`config.mk`:
```
export PLATFORM = sky130hd
export DESIGN_NAME = bsg_wormhole_output_sched
export DESIGN_NICKNAME = d
export VERILOG_FILES = /design/src/rtl/bsg_wormhole_output_sched.sv
export SDC_FILE = /design/constraint.sdc
export NUM_CORES = 1
export LEC_CHECK = 0
export BUFFER_PORTS_ARGS = -buffer_cell sky130_fd_sc_hd__buf_2
export CAP_MARGIN = 20
export CORE_MARGIN = 10
export CORE_UTILIZATION = 35
export CTS_BUF_LIST = sky130_fd_sc_hd__clkbuf_8
export CTS_CLUSTER_DIAMETER = 150
export CTS_CLUSTER_SIZE = 30
export DETAILED_ROUTE_END_ITERATION = 10
export PLACE_DENSITY = 0.5
export REMOVE_ABC_BUFFERS = 1
export SLEW_MARGIN = 20
export SYNTH_ARGS = -nofsm -noshare
export SYNTH_HDL_FRONTEND = slang
export SYNTH_SLANG_ARGS = --single-unit
```
`constraint.sdc`:
```
create_clock -name clk_i -period 17.3 [get_ports clk_i]
set_clock_uncertainty 0.15 [all_clocks]
set_input_delay 3.46 -clock clk_i [delete_from_list [all_inputs] [get_ports clk_i]]
set_output_delay 3.46 -clock clk_i [all_outputs]
set_load 0.03 [all_outputs]
```
`src/rtl/bsg_wormhole_output_sched.sv`:
```
// Per-output-port wormhole scheduler: round-robin pick of a header, then the
// output stays locked to that input until its last payload flit has transferred.
module bsg_wormhole_output_sched #(
    parameter int inputs_p     = 5,
    parameter int len_width_p  = 4,
    parameter int lg_inputs_lp = (inputs_p > 1) ? $clog2(inputs_p) : 1
) (
    input  logic                            clk_i,
    input  logic                            reset_i,
    input  logic [inputs_p-1:0]             v_i,
    input  logic [inputs_p*len_width_p-1:0] len_i,
    input  logic                            ready_and_i,
    output logic                            v_o,
    output logic [inputs_p-1:0]             sel_o,
    output logic [lg_inputs_lp-1:0]         sel_id_o,
    output logic [inputs_p-1:0]             yumi_o,
    output logic                            busy_o
);
    typedef enum logic {IDLE, LOCKED} state_e;

    state_e                  state_q, state_d;
    logic [lg_inputs_lp-1:0] lk_q, lk_d, last_q, last_d;
    logic [len_width_p-1:0]  cnt_q, cnt_d;
    logic [lg_inputs_lp-1:0] win, idx;
    logic                    found, transfer;
    logic [len_width_p-1:0]  len_arr [inputs_p];

    for (genvar g = 0; g < inputs_p; g++) begin : g_len
        assign len_arr[g] = len_i[g*len_width_p +: len_width_p];
    end

    // Rotating search: candidate i is checked in order starting just past last_q.
    always_comb begin
        found = 1'b0;
        win   = '0;
        idx   = '0;
        for (int i = 0; i < inputs_p; i++) begin
            idx = lg_inputs_lp'((int'(last_q) + 1 + i) % inputs_p);
            if (!found && v_i[idx]) begin
                found = 1'b1;
                win   = idx;
            end
        end
    end

    always_comb begin
        v_o      = 1'b0;
        sel_id_o = '0;
        sel_o    = '0;
        busy_o   = 1'b0;
        if (!reset_i) begin
            if (state_q == LOCKED) begin
                v_o      = v_i[lk_q];
                sel_id_o = lk_q;
                sel_o    = inputs_p'(1) << lk_q;
                busy_o   = 1'b1;
            end else if (found) begin
                v_o      = 1'b1;
                sel_id_o = win;
                sel_o    = inputs_p'(1) << win;
            end
        end
    end

    assign transfer = v_o & ready_and_i;
    assign yumi_o   = sel_o & {inputs_p{transfer}};

    always_comb begin
        state_d = state_q;
        lk_d    = lk_q;
        cnt_d   = cnt_q;
        last_d  = last_q;
        case (state_q)
            IDLE: if (transfer) begin
                last_d = win;
                // A zero-length header is a whole packet; no lock needed.
                if (len_arr[win] != '0) begin
                    state_d = LOCKED;
                    lk_d    = win;
                    cnt_d   = len_arr[win];
                end
            end
            LOCKED: if (transfer) begin
                cnt_d = cnt_q - 1'b1;
                if (cnt_q == len_width_p'(1)) state_d = IDLE;
            end
            default: state_d = IDLE;
        endcase
    end

    always_ff @(posedge clk_i) begin
        if (reset_i) begin
            state_q <= IDLE;
            lk_q    <= '0;
            cnt_q   <= '0;
            last_q  <= lg_inputs_lp'(inputs_p - 1);
        end else begin
            state_q <= state_d;
            lk_q    <= lk_d;
            cnt_q   <= cnt_d;
            last_q  <= last_d;
        end
    end

`ifndef SYNTHESIS
    a_sel_onehot: assert property (@(posedge clk_i) $onehot0(sel_o));
    a_yumi_sub:   assert property (@(posedge clk_i) (yumi_o & ~sel_o) == '0);
    a_v_sel:      assert property (@(posedge clk_i) !(v_o && sel_o == '0));
`endif
endmodule

```
==> results.ini <==
[cells_and_area]
final_area_mm2=0.00439
drive_gt1_share_pct=16.5
final_nets=643
area_growth_pct=8.11
insertedDiodeCount=0

[clock_network]
cts_buffers=3
insertion_delay_ns=0.23
cts-hold-fix-buffers=0
clk_path_buf_depth=2
clkTransAtPathRegs_ns=0.05
cts_sinks=11
htree_levels=1
root_buffer=clkbuf_8
post_cts_resized=0
cts_tree=done
cts_setup_buffers=0

[timing]
worst_slew_pin_slew_ns=1.03
finalCritPeriodShare_pct=69.7
slew_headroom_pct=31.4
setup_tns_ns=0
rsz0062_at_grt=false
hold_viol_final=0
finalSetupViolations=0
hold_ws_ns=0.391
slew_viol_final=0
fin_crit_ns=12.05
max_freq_mhz=83.0

[synthesis]
synth_ff_type=dfxtp_1
synth.top_cell.area_share_pct=12.0
synth-seq-area-share_pct=5.43
yosys_warnings=0
synth.area.top_cells=ha_1 (12%), dfxtp_1 (5.4%), a21oi_1 (4.4%)
async_reset_ff_share_pct=0
avgSynthCellArea_um2=7.35
yosysUniqueCellTypes=95
synth_edf_count=0
yosysTopAreaCell=ha_1
syn_inst=552
synthesis.area_mm2=0.00406
ys_seq_elements=11

[hold_path]
whs_endpoint=lk_q[2]
min_path_cells=2
hold_class=flop to flop
hp-start=lk_q[2]

[worst_setup_path]
reg2reg_from=last_q[0]
cp_slowest_cell=o2bb2ai_1
worst-path-buf-inv=5
r2r_end=lk_q[2]
end_kind=output port
slowest_delay_ns=0.81
crit_family=compound AO/OA/AOI/OAI gates
worstPathMaxFanout=44
cp-start-kind=flop
r2r_setup_slack_ns=8.54
crit_arrival_ns=8.44
critical_path_class=flop to output port
cpMostUsedCell=ha_1
cp.required_ns=13.69
rr_worst_depth=28

[floorplanning]
dieArea_mm2=0.0163
start_util_pct=35.7
std_cell_rows=39
fp.dieW_um=128
die_h_um=128
io_pins=43
core_area_mm2=0.0114

[outcome]
status=complete, no violations

[detailed_routing]
viasPerCell=6.20
drcViolationCount=0
vias=4454
drtAntennaViolNets=0
first_pass_iters=5
drt_wl_total_um=13000
wl_per_cell_um=18.1
drt_iter0_markers=304

[place]
place.gp.congestion=0.835
dp_hpwl_um=10100
io_buffers=42
dpl_cell_area_mm2=0.00434

[global_routing]
track_usage_pct=15.2
top_usage_layer=met2
met2_usage_pct=25.3
grtUsageMet1_pct=21.2
grt_pass1_wl_um=21500
grt_max_degree=45
grt_pass1_vias=4267
gr-usage-met3_pct=0.951
grt_overflow=0
antenna_found_initial=0

[run]
cap_violations=0

## flip-flops by register name, summed over array words and instances (netlist names)
name	count
last_q	3
cnt_q	4
state_q	1
lk_q	3
## synthesized netlist by cell type, drive strengths merged (4+ instances only)
master and instances:
a211oi 10, a31oi 5, nand2b 11, o311ai 9, nand2 31, o21ai 34
mux2i 13, o211a 7, nand3 29, buf 13, o22ai 6, nor3 25
xnor2 8, inv 30, a221oi 4, and3 7, clkbuf 14, a21boi 5
or3b 4, a31o 4, and2 6, mux4 4, nand3b 4, o21bai 6
mux2 5, o21a 7, nor2b 9, nor2 44, ha 39, a21oi 38
o2111ai 5, a21o 12, o211ai 8, or3 11, dfxtp 11, nand4 5
## cell families (layout without fill, tap and decap cells)
group           count (synthesis)  in the layout  synth area share [%]
compound gates                206            206                  38.7
xor+xnor                       11             11                  2.56
fa+ha+maj                      39             39                  12.0
buf+inv                        58             81                  6.20
flops                          11             11                  5.43
mux                            22             22                  6.81
simple gates                  205            205                  28.3
## worst max-delay path by stage
stage / startpoint / end / slack (ns) / depth (start not counted)
6_report: last_q[0] / yumi_o[0] / 5.25 / 28
5_1_grt: last_q[0] / yumi_o[0] / 4.48 / 28
4_1_cts: last_q[0] / yumi_o[0] / 5.31 / 28
3_5_place_dp: last_q[0] / yumi_o[0] / 5.61 / 28
3_3_place_gp: last_q[1] / yumi_o[0] / 5.86 / 25
2_1_floorplan: last_q[0] / yumi_o[4] / 5.38 / 26
## through the flow
stage | utilization [%] | setup slack [ns] | std cells
global route | 38.6 | 4.48 | 718
detailed placement | 38.2 | 5.61 | 714
finish | 38.6 | 5.25 | 718
global placement | 38.2 | 5.86 | 714
CTS | 38.6 | 5.31 | 718
floorplan | - | 5.38 | 525
## worst register-to-register path: cells and delay by family, from the launching register on
family	cells	cell delay [ns]
flops	1	0.30
buf+inv	4	1.34
compound gates	16	4.96
simple gates	4	0.69
fa+ha+maj	4	1.24
## placed cells by master (no fill, tap or decap), types with 4 or more instances in the layout
cell and count:
a211oi_1 9, a21boi_0 5, a21o_1 12, a21oi_1 36, a31oi_1 5, and2_1 6
and3_1 6, buf_2 42, buf_4 4, dfxtp_1 11, ha_1 39, inv_1 29
mux2_2 5, mux2i_1 13, mux4_2 4, nand2_1 31, nand2b_1 11, nand3_1 26
nand3b_1 4, nand4_1 5, nor2_1 42, nor2b_1 9, nor3_1 23, o2111ai_1 5
o211a_1 6, o211ai_1 8, o21a_1 7, o21ai_0 33, o21bai_1 6, o22ai_1 5
o311ai_0 4, or3_1 10, xnor2_1 8
## metal layers
| metal | up-vias | part of all wire [%] |
|---|---|---|
| met3 | 18 | 3.6 |
| li1 | 2192 | - |
| met4 | 0 | 1.1 |
| met1 | 2119 | 49 |
| met2 | 125 | 47 |
| met5 | - | 0 |
## final cells by class
cell class	instances	area (µm²)
inverter	31	116
tap	143	179
fill	1204	6980
clock inverter	1	3.75
clock buffer	3	41.3
timing repair buffer	46	240
multi-input combinational	483	3590
sequential	11	220
Power is not shown: default switching activity piles up to over one toggle a cycle in this logic, so the estimate is an artifact.
